### config.mk
export PLATFORM = sky130hd
export DESIGN_NAME = trap_sequencer
export DESIGN_NICKNAME = d
export VERILOG_FILES = /design/src/rtl/trap_sequencer_pkg.sv /design/src/rtl/trap_sequencer_csr_port_arbiter.sv /design/src/rtl/trap_sequencer.sv
export SDC_FILE = /design/constraint.sdc
export NUM_CORES = 1
export LEC_CHECK = 0
export ABC_AREA = 1
export CORE_AREA = 2 2 189 191
export CTS_CLUSTER_SIZE = 8
export DETAILED_ROUTE_END_ITERATION = 6
export DIE_AREA = 0 0 191 193
export PLACE_DENSITY = 0.48
export REMOVE_ABC_BUFFERS = 1
export SLEW_MARGIN = 20
export SYNTH_ARGS = -nofsm -noshare
export SYNTH_HDL_FRONTEND = slang
export SYNTH_SLANG_ARGS = --single-unit
### constraint.sdc
create_clock -name i_clk -period 3.31 [get_ports i_clk]
set_input_delay 0.662 -clock i_clk [delete_from_list [all_inputs] [get_ports i_clk]]
set_output_delay 0.662 -clock i_clk [all_outputs]
set_load 0.03 [all_outputs]
### src/rtl/trap_sequencer_pkg.sv
// Shared constants and types for the machine-mode trap sequencer:
// CSR addresses, mstatus bit positions, cause codes and FSM encodings.
package trap_sequencer_pkg;

    localparam int unsigned XLEN_32b = 1;
    localparam int unsigned XLEN_64b = 2;

    localparam logic [11:0] CSR_MSTATUS = 12'h300;
    localparam logic [11:0] CSR_MTVEC   = 12'h305;
    localparam logic [11:0] CSR_MEPC    = 12'h341;
    localparam logic [11:0] CSR_MCAUSE  = 12'h342;

    localparam int unsigned MSTATUS_MIE    = 3;
    localparam int unsigned MSTATUS_MPIE   = 7;
    localparam int unsigned MSTATUS_MPP_LO = 11;
    localparam int unsigned MSTATUS_MPP_HI = 12;

    localparam int unsigned CAUSE_ECALL_M  = 11;
    localparam int unsigned CAUSE_MEXT_IRQ = 11;

    typedef enum logic [2:0] {
        ST_IDLE        = 3'd0,
        ST_DRAIN       = 3'd1,
        ST_SAVE_EPC    = 3'd2,
        ST_SAVE_CAUSE  = 3'd3,
        ST_SAVE_STATUS = 3'd4,
        ST_MRET_STATUS = 3'd5,
        ST_REDIRECT    = 3'd6
    } state_e;

    typedef enum logic [1:0] {
        KIND_NONE  = 2'd0,
        KIND_ECALL = 2'd1,
        KIND_MRET  = 2'd2,
        KIND_IRQ   = 2'd3
    } kind_e;

endpackage

### src/rtl/trap_sequencer_csr_port_arbiter.sv
// Owner mux for the single CSR write port; records a sticky conflict when the
// pipeline tries to write while the sequencer holds the port.
module trap_sequencer_csr_port_arbiter #(
    parameter int unsigned DW = 64
) (
    input  logic          i_clk,
    input  logic          i_rst_n,
    input  logic          i_seq_own,
    input  logic [11:0]   i_seq_addr,
    input  logic [DW-1:0] i_seq_data,
    input  logic          i_pipe_we,
    input  logic [11:0]   i_pipe_addr,
    input  logic [DW-1:0] i_pipe_data,
    output logic          o_we,
    output logic [11:0]   o_addr,
    output logic [DW-1:0] o_data,
    output logic          o_conflict
);

    logic conflict_d;
    logic conflict_q;

    always_comb begin
        o_we   = i_pipe_we;
        o_addr = i_pipe_addr;
        o_data = i_pipe_data;
        if (i_seq_own) begin
            o_we   = 1'b1;
            o_addr = i_seq_addr;
            o_data = i_seq_data;
        end
    end

    // A pipeline request while the sequencer owns the port is lost; remember it.
    always_comb begin
        conflict_d = conflict_q | (i_seq_own & i_pipe_we);
    end

    always_ff @(posedge i_clk or negedge i_rst_n) begin
        if (!i_rst_n) begin
            conflict_q <= 1'b0;
        end else begin
            conflict_q <= conflict_d;
        end
    end

    assign o_conflict = conflict_q;

endmodule

### src/rtl/trap_sequencer.sv
// Machine-mode trap/mret sequencer: drains pending CSR writes, saves
// mepc/mcause/mstatus one write per cycle, then redirects the PC.
module trap_sequencer
    import trap_sequencer_pkg::*;
#(
    parameter int unsigned XLEN         = XLEN_64b,
    parameter logic [63:0] RESET_VECTOR = 64'h0,
    localparam int unsigned DW          = 1 << (XLEN + 4)
) (
    input  logic          i_clk,
    input  logic          i_rst_n,
    input  logic          i_ecall_e,
    input  logic          i_mret_e,
    input  logic          i_valid_e,
    input  logic [DW-1:0] i_pc_e,
    input  logic          i_irq,
    input  logic          i_csr_pending,
    input  logic          i_csr_reg_write_w,
    input  logic [11:0]   i_csr_rd_w,
    input  logic [DW-1:0] i_new_csr_w,
    input  logic [DW-1:0] i_mstatus,
    input  logic [DW-1:0] i_mtvec,
    input  logic [DW-1:0] i_mepc,
    output logic          o_csr_we,
    output logic [11:0]   o_csr_waddr,
    output logic [DW-1:0] o_csr_wdata,
    output logic          o_flush_fde,
    output logic          o_stall_fd,
    output logic          o_redirect_valid,
    output logic [DW-1:0] o_redirect_pc,
    output logic          o_busy,
    output logic          o_conflict
);

    localparam logic [DW-1:0] CAUSE_IRQ_VAL = {1'b1, {(DW-1){1'b0}}} | DW'(CAUSE_MEXT_IRQ);

    // The sequence never uses the reset vector, but the CSR file derives the
    // mtvec default from it and mtvec requires 4-byte alignment.
    if (RESET_VECTOR[1:0] != 2'b00) begin : g_reset_vector_check
        $error("RESET_VECTOR must be 4-byte aligned");
    end

    function automatic logic [DW-1:0] trap_entry_mstatus(input logic [DW-1:0] s);
        logic [DW-1:0] r;
        r = s;
        r[MSTATUS_MPIE] = s[MSTATUS_MIE];
        r[MSTATUS_MIE]  = 1'b0;
        r[MSTATUS_MPP_HI:MSTATUS_MPP_LO] = 2'b11;
        return r;
    endfunction

    function automatic logic [DW-1:0] mret_mstatus(input logic [DW-1:0] s);
        logic [DW-1:0] r;
        r = s;
        r[MSTATUS_MIE]  = s[MSTATUS_MPIE];
        r[MSTATUS_MPIE] = 1'b1;
        r[MSTATUS_MPP_HI:MSTATUS_MPP_LO] = 2'b11;
        return r;
    endfunction

    state_e        state_d, state_q;
    kind_e         kind_d, kind_q;
    logic [DW-1:0] epc_d, epc_q;
    logic [DW-1:0] cause_d, cause_q;

    logic          irq_take;
    logic          seq_own;
    logic [11:0]   seq_addr;
    logic [DW-1:0] seq_data;
    logic [DW-1:0] mtvec_base;

    assign irq_take   = i_irq & i_mstatus[MSTATUS_MIE] & i_valid_e;
    assign mtvec_base = i_mtvec & ~DW'(3);

    always_comb begin
        state_d          = state_q;
        kind_d           = kind_q;
        epc_d            = epc_q;
        cause_d          = cause_q;
        seq_own          = 1'b0;
        seq_addr         = '0;
        seq_data         = '0;
        o_flush_fde      = 1'b0;
        o_stall_fd       = 1'b0;
        o_redirect_valid = 1'b0;
        o_redirect_pc    = '0;

        unique case (state_q)
            ST_IDLE: begin
                if (i_ecall_e || i_mret_e || irq_take) begin
                    o_flush_fde = 1'b1;
                    epc_d       = i_pc_e;
                    state_d     = ST_DRAIN;
                    if (i_ecall_e) begin
                        kind_d  = KIND_ECALL;
                        cause_d = DW'(CAUSE_ECALL_M);
                    end else if (i_mret_e) begin
                        kind_d  = KIND_MRET;
                        cause_d = '0;
                    end else begin
                        kind_d  = KIND_IRQ;
                        cause_d = CAUSE_IRQ_VAL;
                    end
                end
            end
            ST_DRAIN: begin
                o_stall_fd = 1'b1;
                if (!i_csr_pending) begin
                    state_d = (kind_q == KIND_MRET) ? ST_MRET_STATUS : ST_SAVE_EPC;
                end
            end
            ST_SAVE_EPC: begin
                o_stall_fd = 1'b1;
                seq_own    = 1'b1;
                seq_addr   = CSR_MEPC;
                seq_data   = epc_q & ~DW'(1);
                state_d    = ST_SAVE_CAUSE;
            end
            ST_SAVE_CAUSE: begin
                o_stall_fd = 1'b1;
                seq_own    = 1'b1;
                seq_addr   = CSR_MCAUSE;
                seq_data   = cause_q;
                state_d    = ST_SAVE_STATUS;
            end
            ST_SAVE_STATUS: begin
                o_stall_fd = 1'b1;
                seq_own    = 1'b1;
                seq_addr   = CSR_MSTATUS;
                seq_data   = trap_entry_mstatus(i_mstatus);
                state_d    = ST_REDIRECT;
            end
            ST_MRET_STATUS: begin
                o_stall_fd = 1'b1;
                seq_own    = 1'b1;
                seq_addr   = CSR_MSTATUS;
                seq_data   = mret_mstatus(i_mstatus);
                state_d    = ST_REDIRECT;
            end
            ST_REDIRECT: begin
                o_stall_fd       = 1'b1;
                o_flush_fde      = 1'b1;
                o_redirect_valid = 1'b1;
                // Vectored mode offsets only interrupts; exceptions use the base.
                if (kind_q == KIND_MRET) begin
                    o_redirect_pc = i_mepc;
                end else if (i_mtvec[1:0] == 2'b01 && kind_q == KIND_IRQ) begin
                    o_redirect_pc = mtvec_base + DW'(4 * CAUSE_MEXT_IRQ);
                end else begin
                    o_redirect_pc = mtvec_base;
                end
                state_d = ST_IDLE;
            end
            default: begin
                state_d = ST_IDLE;
            end
        endcase
    end

    always_ff @(posedge i_clk or negedge i_rst_n) begin
        if (!i_rst_n) begin
            state_q <= ST_IDLE;
            kind_q  <= KIND_NONE;
            epc_q   <= '0;
            cause_q <= '0;
        end else begin
            state_q <= state_d;
            kind_q  <= kind_d;
            epc_q   <= epc_d;
            cause_q <= cause_d;
        end
    end

    assign o_busy = (state_q != ST_IDLE);

    trap_sequencer_csr_port_arbiter #(
        .DW (DW)
    ) u_csr_port_arbiter (
        .i_clk       (i_clk),
        .i_rst_n     (i_rst_n),
        .i_seq_own   (seq_own),
        .i_seq_addr  (seq_addr),
        .i_seq_data  (seq_data),
        .i_pipe_we   (i_csr_reg_write_w),
        .i_pipe_addr (i_csr_rd_w),
        .i_pipe_data (i_new_csr_w),
        .o_we        (o_csr_we),
        .o_addr      (o_csr_waddr),
        .o_data      (o_csr_wdata),
        .o_conflict  (o_conflict)
    );

endmodule

After elaboration in Yosys (flattened, before gate mapping)
Cells that the tools add are included.
W data, S select, Z words.
- add/subtract/negate cells: 1
- equality and inequality tests: 11
- muxes and demuxes: 21
- bitwise logic cells: 4
- reduce and logical (&&, ||, !) cells: 10
- operator list (cell ; count):
    $mux W64 ; 6
    $pmux W64 S4 ; 1
    $add A64 B6 Y64 const B ; 1
    $pmux W10 S3 ; 1
    $pmux W3 S5 ; 1
    $mux W12 ; 1
    $eq A3 B3 Y1 const B ; 3
    $mux W3 ; 3
    $eq A3 B2 Y1 const B ; 2
    $mux W1 ; 6
    $reduce_or A6 Y1 ; 1
    $eq A2 B2 Y1 const B ; 2
    $ne A2 B2 Y1 const B ; 2
    $reduce_and A2 Y1 ; 2
    $reduce_or A4 Y1 ; 1
    $and A1 B1 Y1 ; 3
    $eq A3 B1 Y1 const B ; 1
    $logic_not A3 Y1 ; 1
    $reduce_bool A3 Y1 ; 1
    $eq A2 B1 Y1 const B ; 1
    $logic_or A1 B1 Y1 ; 2
    $mux W2 ; 1
    $pmux W1 S2 ; 1
    $reduce_or A2 Y1 ; 1
    other kinds (2) ; 2
- register bits: 134
- bits of input ports: 340
- logic and storage cells: 52

Logic depth before layout (Yosys ltp)
- depth in word-level cells: 5
- mapped depth: 14
- gate-level depth less buffers: 14

Modules after synthesis
A second synthesis with hierarchy kept.
- cells, all modules: 1488
- area total of the unflattened synthesis: 7925.1 µm²
- modules (own cells, without submodules) (module ; instances ; cells an instance ; area each (µm²)):
    trap_sequencer ; 1 ; 1237 ; 6897.9
    trap_sequencer_csr_port_arbiter ; 1 ; 251 ; 1027.2

Worst setup path after synthesis
OpenSTA, ideal clock, no wires.
- path type: input to output
- start: in i_mtvec[2]
- end: out o_redirect_pc[62]
- arrival: 2.196 ns
- slack: 0.452 ns
- cell stages on the path: 13
- path buffers: 0
- cell sequence: inv_1 > ha_1 > inv_1 > nand2_1 > nand2_1 > nand2_4 > nor2_4 > nand2_2 > nor2_2 > nand3_1 > nand2_1 > nand2_1 > a21oi_1
- word-level cells in the longest chain between the ends: 4
- ends and longest elaborated chain (element ; RTL line ; source):
    from (decl) ; trap_sequencer.sv:22 ; input logic [DW-1:0] i_mtvec,
    $add A64 B6 Y64 ; trap_sequencer.sv:148 ; o_redirect_pc = mtvec_base + DW'(4 * CAUSE_MEXT_IRQ);
    $mux W64 ; trap_sequencer.sv:147 ; end else if (i_mtvec[1:0] == 2'b01 && kind_q == KIND_IRQ) begin
    $mux W64 ; trap_sequencer.sv:145 ; if (kind_q == KIND_MRET) begin
    $mux W64 ; trap_sequencer.sv:88 ; unique case (state_q)
    to (decl) ; trap_sequencer.sv:30 ; output logic [DW-1:0] o_redirect_pc,
No other way between the ends.

Worst setup path in the final report
- start: in i_mtvec[34]
- end: out o_redirect_pc[49]
The elaborated chain is that of the path after synthesis.

==> results by group <==
STA
  • RSZ-0062 raised after global routing: yes
  • Relative slew slack: 33.5%
  • Skew final: 7.55 ps
  • Final hold slack: 470 ps
  • TNS Setup: 0 ps
  • Slew @ Worst Pin: 998 ps
  • Period utilization: 97.6%
  • Slew Viols, Final: 0
  • Final Setup Violations: 0
  • Min cycle time layout: 3230 ps
  • Hold Fails Final Rpt: 0
  • Max Freq: 0.310 GHz

Yosys
  • Synth warn: 0
  • Dominant synthesized flop cell: dfrtp_1
  • Post-synthesis sequential area ratio: 24.4%
  • Synth area leader: dfrtp_1
  • Top post-synthesis cells by area: dfrtp_1 (24%), nand2_1 (20%), nor2_1 (9.8%), inv_1 (8.4%), a221oi_1 (7.2%)
  • Yosys reg bits: 70
  • Commonest cells post-synth: nand2_1 (385), nor2_1 (187), inv_1 (161), nand3_1 (79), dfrtp_1 (70)
  • Ys async rst share: 100%
  • Post-Syn Area per Cell: 5.80 um^2
  • Cell with the most instances after synthesis: nand2_1
  • Yosys cell types: 36
  • Cell count after synthesis: 1238
  • Share of the synthesized area in the top cell type: 24.4%
  • Post-synth EDFFs: 0
  • Synthesized area: 7180 um^2

Clock network
  • Clock Sinks: 70
  • Clock Root Buffer: clkbuf_16
  • H-tree Lvls: 3
  • CTS tree: built
  • Deepest clock path buffer count: 2
  • Clock latency on the worst-skew pair: 340 ps
  • Clock slew at reported path FFs: 60 ps
  • CTS buffer count: 9
  • CTS Hold Bufs: 0

Critical path
  • Crit Path Class: in -> out
  • Critical Path AT: 2570 ps
  • Reg2Reg Setup Slack: 1330 ps
  • Critical Path, Cell by Cell: clkdlybuf4s50_1 > nand2_1 > nor2_2 > nand2_1 > nor2_1 > nand4_1 > or2_1 > a21oi_2 > buf_12
  • WP buf/inv: 2
  • Slowest CP cell: clkdlybuf4s50_1
  • Crit. End Element: primary output
  • Largest stage delay, worst path: 560 ps
  • WP data required: 2650 ps
  • Reg2Reg Depth: 8
  • CP dominant cell by count: nand2_1
  • CP delay by family, top: simple AND/OR/NAND/NOR gates
  • Max FO, Critical Path: 4
  • Origin of the critical flop-to-flop path: state_q[2]
  • Startpoint Class: input port
  • End of the worst register-to-register path: kind_q[0]

Drt
  • Antenna viol nets, final: 0
  • Avg WL per Cell: 17.6 um
  • DRC: 0
  • Via density: 4.48
  • 1st-iter DRT viols: 378
  • Initial DRT Pass Iterations: 5
  • Vias: 10259
  • Post-Route WL: 40.2 mm

Power
  • Power per cell area: 714 nW/um^2
  • Leak: 0.00712 uW
  • Peak supply drop: 0.000763 V

Die
  • Die width: 191 um
  • I/O pin total: 486
  • Die area: 36900 um^2
  • Starting Density: 20.5%
  • Core ar.: 35000 um^2
  • Core Rows: 69
  • Die Y: 193 um

Worst hold path
  • HP Class: in -> async

Run
  • # Max-Cap Violations: 0

GRT
  • Initial antenna violation count: 4
  • Largest net degree at the start of global routing: 71
  • Total gr overflow: 0
  • Gr usage total: 20.8%
  • First-pass GRT wire length: 58.5 mm
  • Number of global-route vias before repair: 10023

Placed design
  • Placed wire-length estimate: 32.3 mm
  • Cells after DPL: 2257
  • GP Congestion: 0.882
  • Port bufs: 482
  • Placed Area: 13500 um^2

Finish
  • Post-route cell area: 14300 um^2
  • Final nets: 2166
  • Final Core Density: 41.0%
  • Non-filler instance count after layout: 2289
  • Synthesis-to-finish area growth: 99.7%
  • Share of cells above drive strength 1: 21.1%

Status
  • Status: finished, final reports clean
## flip-flops by register name, indices dropped and copies added, names as in the netlist
register	flops
u_csr_port_arbiter.o_conflict	1
state_q	3
kind_q	2
cause_q	1
epc_q	63
## cells in the final DEF (no fill, tap or decap), drive strengths merged, types with 2 or more instances in the layout
cell type / instances
nand3b: 10
clkbuf: 11
ha: 4
nand2: 390
dfrtp: 70
a221oi: 59
xor2: 3
nor3: 24
clkinv: 3
nor2: 206
o211ai: 22
inv: 163
dlymetal6s2s: 24
buf: 256
o21ai: 71
a21oi: 18
nand3: 84
xnor2: 5
a31oi: 6
clkdlybuf4s50: 337
nand4: 14
o21bai: 7
clkdlybuf4s15: 2
dlygate4sd2: 13
bufinv: 2
or2: 18
## power breakdown
part	internal, uW	switching [uW]
logic	2880	4800
clock network	659	392
registers	1270	248
## cells by family (layout without fill, tap and decap cells)
logic type | Yosys count | in the layout | synth area share, %
other cells | 0 | 1 | 0
simple gates | 748 | 748 | 44.8
flops | 70 | 70 | 24.4
fa+ha+maj | 4 | 4 | 0.697
xor+xnor | 8 | 8 | 0.976
buf+inv | 223 | 812 | 12.0
compound gates | 185 | 185 | 17.2
## per-layer routing
| layer | track usage, % | routed length [um] |
|---|---|---|
| met4 | 3.85 | 579 |
| met1 | 24.1 | 15900 |
| met5 | 0 | 26 |
| met2 | 38.5 | 20200 |
| met3 | 5.50 | 3550 |
## stage by stage
stage	power, uW	worst slack [ps]
floorplan	5610	-882
global placement	9240	-235
detailed placement	9280	-256
CTS	10400	-33.3
global route	11000	-39.4
finish	10200	81.0
## worst max path at each step
stage                 from  slack [ps]  depth (start not counted)                 to
6_report       i_mtvec[34]          80                          9  o_redirect_pc[49]
5_1_grt        i_mtvec[34]         -40                          9  o_redirect_pc[49]
4_1_cts         i_mtvec[7]         -30                         15  o_redirect_pc[61]
3_5_place_dp   i_mtvec[19]        -260                         10  o_redirect_pc[49]
3_3_place_gp   i_mtvec[19]        -240                         10  o_redirect_pc[49]
2_1_floorplan   state_q[0]        -880                          5    o_csr_wdata[63]
## what timing repair did
action / CTS / global route
buffers inserted: 8 / 7
endpoints found under the hold margin: 0 / 0
pin swaps: 21 / 41
resized for setup: 61 / 89
setup endpoints to repair: 44 / 50
## final cells by class
type	count	area, um^2
inverter	163	612
tap	461	577
sequential	70	1750
clock buffer	10	229
multi-input combinational	945	4950
timing repair buffer	633	6130
antenna	1	2.50
fill	3754	20600
clock inverter	6	86.3
(Power assumes the default switching activity.)
